--- src/rtl/ram_master_pkg.sv ---
// ram_master_pkg: shared state encoding and default widths for the RAM master.
package ram_master_pkg;
  localparam int AW_DEF = 14;
  localparam int DW_DEF = 8;
  typedef enum logic [1:0] {IDLE, RD1, RD2, WR} state_e;
endpackage

--- src/rtl/ram_master_arb.sv ---
// ram_master_arb: two-port fairness arbiter; on conflict the port not granted last wins.
module ram_master_arb (
  input  logic req0,
  input  logic req1,
  input  logic last_grant,
  output logic gnt0,
  output logic gnt1
);
  always_comb begin
    gnt0 = req0 & (~req1 | last_grant);
    gnt1 = req1 & (~req0 | ~last_grant);
  end
endmodule

--- src/rtl/ram_master.sv ---
// ram_master: arbitrates two clients onto a synchronous single-port RAM with registered strobes.
module ram_master
  import ram_master_pkg::*;
#(
  parameter int AW = AW_DEF,
  parameter int DW = DW_DEF
) (
  input  logic          clk,
  input  logic          rst_n,
  input  logic          req0,
  input  logic          req1,
  input  logic          we0,
  input  logic          we1,
  input  logic [AW-1:0] addr0,
  input  logic [AW-1:0] addr1,
  input  logic [DW-1:0] wdata0,
  input  logic [DW-1:0] wdata1,
  output logic          ack0,
  output logic          ack1,
  output logic          rvalid,
  output logic          rport,
  output logic [DW-1:0] rdata,
  output logic [AW-1:0] mem_a,
  output logic [DW-1:0] mem_din,
  input  logic [DW-1:0] mem_dout,
  output logic          mem_ce_n,
  output logic          mem_oe_n,
  output logic          mem_we_n
);
  state_e        state_q, state_d;
  logic          ack0_q, ack0_d, ack1_q, ack1_d;
  logic          rvalid_q, rvalid_d, rport_q, rport_d;
  logic [DW-1:0] rdata_q, rdata_d;
  logic [AW-1:0] mem_a_q, mem_a_d;
  logic [DW-1:0] mem_din_q, mem_din_d;
  logic          ce_n_q, ce_n_d, oe_n_q, oe_n_d, we_n_q, we_n_d;
  logic          port_q, port_d, last_q, last_d;
  logic          r0, r1, gnt0, gnt1;

  // A request still visible during its own ack cycle is the one just accepted.
  assign r0 = req0 & ~ack0_q;
  assign r1 = req1 & ~ack1_q;

  ram_master_arb u_arb (
    .req0      (r0),
    .req1      (r1),
    .last_grant(last_q),
    .gnt0      (gnt0),
    .gnt1      (gnt1)
  );

  always_comb begin
    state_d   = state_q;
    ack0_d    = 1'b0;
    ack1_d    = 1'b0;
    rvalid_d  = 1'b0;
    rport_d   = rport_q;
    rdata_d   = rdata_q;
    mem_a_d   = mem_a_q;
    mem_din_d = mem_din_q;
    port_d    = port_q;
    last_d    = last_q;
    if (state_q == RD2) begin
      rdata_d  = mem_dout;
      rvalid_d = 1'b1;
      rport_d  = port_q;
    end
    if (state_q == RD1) begin
      state_d = RD2;
    end else if (gnt0 | gnt1) begin
      state_d   = (gnt1 ? we1 : we0) ? WR : RD1;
      mem_a_d   = gnt1 ? addr1 : addr0;
      mem_din_d = gnt1 ? wdata1 : wdata0;
      ack0_d    = gnt0;
      ack1_d    = gnt1;
      port_d    = gnt1;
      last_d    = gnt1;
    end else begin
      state_d = IDLE;
    end
    ce_n_d = state_d == IDLE;
    oe_n_d = !(state_d == RD1 || state_d == RD2);
    we_n_d = state_d != WR;
  end

  always_ff @(posedge clk) begin
    if (!rst_n) begin
      state_q   <= IDLE;
      ack0_q    <= 1'b0;
      ack1_q    <= 1'b0;
      rvalid_q  <= 1'b0;
      rport_q   <= 1'b0;
      rdata_q   <= '0;
      mem_a_q   <= '0;
      mem_din_q <= '0;
      ce_n_q    <= 1'b1;
      oe_n_q    <= 1'b1;
      we_n_q    <= 1'b1;
      port_q    <= 1'b0;
      last_q    <= 1'b1;
    end else begin
      state_q   <= state_d;
      ack0_q    <= ack0_d;
      ack1_q    <= ack1_d;
      rvalid_q  <= rvalid_d;
      rport_q   <= rport_d;
      rdata_q   <= rdata_d;
      mem_a_q   <= mem_a_d;
      mem_din_q <= mem_din_d;
      ce_n_q    <= ce_n_d;
      oe_n_q    <= oe_n_d;
      we_n_q    <= we_n_d;
      port_q    <= port_d;
      last_q    <= last_d;
    end
  end

  assign ack0     = ack0_q;
  assign ack1     = ack1_q;
  assign rvalid   = rvalid_q;
  assign rport    = rport_q;
  assign rdata    = rdata_q;
  assign mem_a    = mem_a_q;
  assign mem_din  = mem_din_q;
  assign mem_ce_n = ce_n_q;
  assign mem_oe_n = oe_n_q;
  assign mem_we_n = we_n_q;
endmodule

--- config.mk ---
export PLATFORM = sky130hd
export DESIGN_NAME = ram_master
export DESIGN_NICKNAME = d
export VERILOG_FILES = /design/src/rtl/ram_master_pkg.sv /design/src/rtl/ram_master_arb.sv /design/src/rtl/ram_master.sv
export SDC_FILE = /design/constraint.sdc
export NUM_CORES = 1
export LEC_CHECK = 0
export CAP_MARGIN = 10
export CORE_ASPECT_RATIO = 2
export CORE_MARGIN = 5
export CORE_UTILIZATION = 30
export DETAILED_ROUTE_END_ITERATION = 12
export PLACE_DENSITY = 0.69
export SETUP_SLACK_MARGIN = 0.4
export SLEW_MARGIN = 20
export SYNTH_ARGS = -nofsm -noshare
export SYNTH_HDL_FRONTEND = slang
export SYNTH_SLANG_ARGS = --single-unit
--- constraint.sdc ---
create_clock -name clk -period 1.4 [get_ports clk]
set_input_delay 0.28 -clock clk [delete_from_list [all_inputs] [get_ports clk]]
set_output_delay 0.28 -clock clk [all_outputs]
set_load 0.1 [all_outputs]
==> results of run 1 <==
## layout make-up
| type | instances | share of cell area, % |
|---|---|---|
| Timing Repair inverter | 2 | 0.9282 |
| Tap cell | 60 | 2.142 |
| Sequential cell | 41 | 25.03 |
| Clock buffer | 7 | 2.463 |
| Clock inverter | 1 | 0.8568 |
| Inverter | 2 | 0.3570 |
| Multi-Input combinational cell | 143 | 24.92 |
| Timing Repair Buffer | 110 | 43.31 |
## power by group
| part | switching (mW) | internal [mW] |
|---|---|---|
| clock network | 0.388 | 0.581 |
| logic | 1.26 | 0.858 |
| registers | 0.136 | 1.32 |
| total | 1.79 | 2.76 |
## sequential cells by signal (all words and copies together), names as in the netlist
name      cells
ack0          1
port_q        1
ack1          1
mem_we_n      1
mem_oe_n      1
rdata         8
last_q        1
mem_a        14
rvalid        1
mem_ce_n      1
rport         1
mem_din       8
state_q       2
## routing by layer
| metal | track usage (%) | vias up |
|---|---|---|
| li1 | - | 888 |
| met1 | 13.54 | 803 |
| met2 | 34.35 | 51 |
| met3 | 4.912 | 4 |
| met4 | 5.499 | 0 |
| met5 | 0 | - |
## metrics by stage
step | cells | cell area (µm²)
finish | 366 | 3505
global route | 366 | 3505
global placement | 350 | 3118
CTS | 361 | 3358
detailed placement | 350 | 3118
floorplan | 202 | 1718
## path summary, 6_finish.rpt
path	start	to	slack, ps	depth (start not counted)
min reg2reg	port_q	rport	470	2
max reg2reg	ack0	mem_oe_n	7	6
max	ack0	mem_oe_n	7	6
min	port_q	rport	470	2
## cell usage after synthesis, drive strengths merged (2+ instances only)
library cell  number
a21oi             44
nand2             46
dfxtp             41
nand2b             4
inv                2
and2               4
o21ai             22
buf                8
nor2b              3
a21boi            10
ha                 2
clkbuf             8
## what timing repair did
item                                    CTS  global route
endpoints found under the setup margin   75            77
pin swaps                                 4             4
buffers inserted                          1             4
resized for setup                        27            30
hold buffers                              0             0
cloned                                    2             1
## cell families after synthesis
logic type / count (synthesis) / share of synthesized area, %
buffers and inverters: 18 / 5.279
and+or+nand+nor: 63 / 17.14
AOI/OAI and AO/OA: 78 / 25.86
adders and majority gates: 2 / 1.530
DFF: 41 / 50.19
## layout by cell type (no fill, tap or decap), types with 2 or more instances in the layout
cell and instances:
clkinv_8 2, o21ai_1 21, a21boi_1 6, dfxtp_1 2, nand2_1 44, clkdlybuf4s50_1 54, dfxtp_4 3, dfxtp_2 36
dlygate4sd2_1 3, and2_1 3, a21oi_1 27, buf_12 41, buf_4 7, buf_6 4, nand2b_4 3, clkbuf_8 6
a21boi_0 4, nand2_2 2, a21oi_2 16
## critical path: stages, from the launching register on
cell and delay [ps]:
dfxtp_4 340, nand3b_1 160, and2_4 160, a221o_1 360
inv_2 90, ha_4 190, nand2_2 40
==> impl_metrics.ini, run 1 <==
[floorplanning]
initial_core_util_pct = 30.44
floorplan.io_pins = 95
die_width_um = 62.21
core-area_mm2 = 0.005373
die_h_um = 114.4
num_rows = 38
dieArea_mm2 = 0.007117

[clock_tree]
path_clk_slew_ps = 80
insertion_delay_ps = 280
cts_tree = built
cts_made_buffers = 5
root_buffer = clkbuf_8
htree_levels = 2
cts_sinks = 41
cts_buffer_depth = 2

[finish]
fin_nets = 365
area.growth.synth_to_final_pct = 114.3
register_area_um2 = 877.1
drive_above_1_share_pct = 43.14
post-route-util_pct = 65.23
fillers = 446
multi_input_area_um2 = 873.3
diodes = 0

[sta]
relSlewSlack_pct = 81.76
setup_ws_ps = 6.885
finalCritPeriodShare_pct = 99.51
clock_skew_ps = 4.320
drv_slew = 0
hold_ws_ps = 470.6
final-setup-viol-count = 0
hold_viol = 0
worstMarginPinSlew_ps = 273.7
setup_tns_ps = 0
fmax_mhz = 717.8
rsz0062_at_grt = true
finalCriticalPeriod_ps = 1393

[yosys]
yosysUniqueCellTypes = 24
synth_area_leader_cell = dfxtp_1
syn-num-nets = 262
seq_area_frac_synth_pct = 50.19
ys_ff_latch = 41
async_flop_share_pct = 0
synthCells = 202
synth.yosys.warnings = 0
synth_edf_count = 0
avgSynthCellArea_um2 = 8.096
synth_ff_type = dfxtp_1
mappedNetlistArea_mm2 = 0.001635
yosys-top-cells-area = dfxtp_1, a21oi_1, nand2_1
synth_top_area_share_pct = 50.19

[global_route]
grt_max_degree = 25
grt_pass1_vias = 1921
antenna_found_initial = 0
grt_pass1_wl_mm = 9.114
grt_use_total_pct = 16.35
grt_overflow = 0

[routing]
vias = 1746
wl_mm = 5.823
dr.pass1.iters = 4
topRoutingLayerUsed = met4
wl_met1_mm = 1.817
final_antenna_net_count = 0
wire_per_inst_um = 15.91
met3_length_um = 344
wl_met2_mm = 3.586
via_per_inst = 4.770
drc_errors = 0
drtIter0Drc = 44

[min_path]
min_path_type = reg2reg

[setup_path]
critical_path_class = reg2reg
worstSetupEndpointType = register
cp-start-kind = register
required_ps = 1630
worstPathArrival_ps = 1630
crit_fanout = 3

[power]
ir_drop_mv = 1.006
leakage_nw = 1.399
design_power_total_mw = 4.546
p_per_area_mw_per_mm2 = 1297

[place]
preCtsSetupSlack_ps = -452.5
hpwl_mm = 4.187
io_buffers = 94
place.gp.congestion = 0.7882

[outcome]
outcome = completed

[run]
maxCapViolCount = 0
Note: power is estimated with default switching activity, not from simulation.
==> inputs of run 2 (changes only) <==
- SLEW_MARGIN: 20 -> default
==> results of run 2 <==
The final DEF is identical to that of run 1; final timing and power are the same.
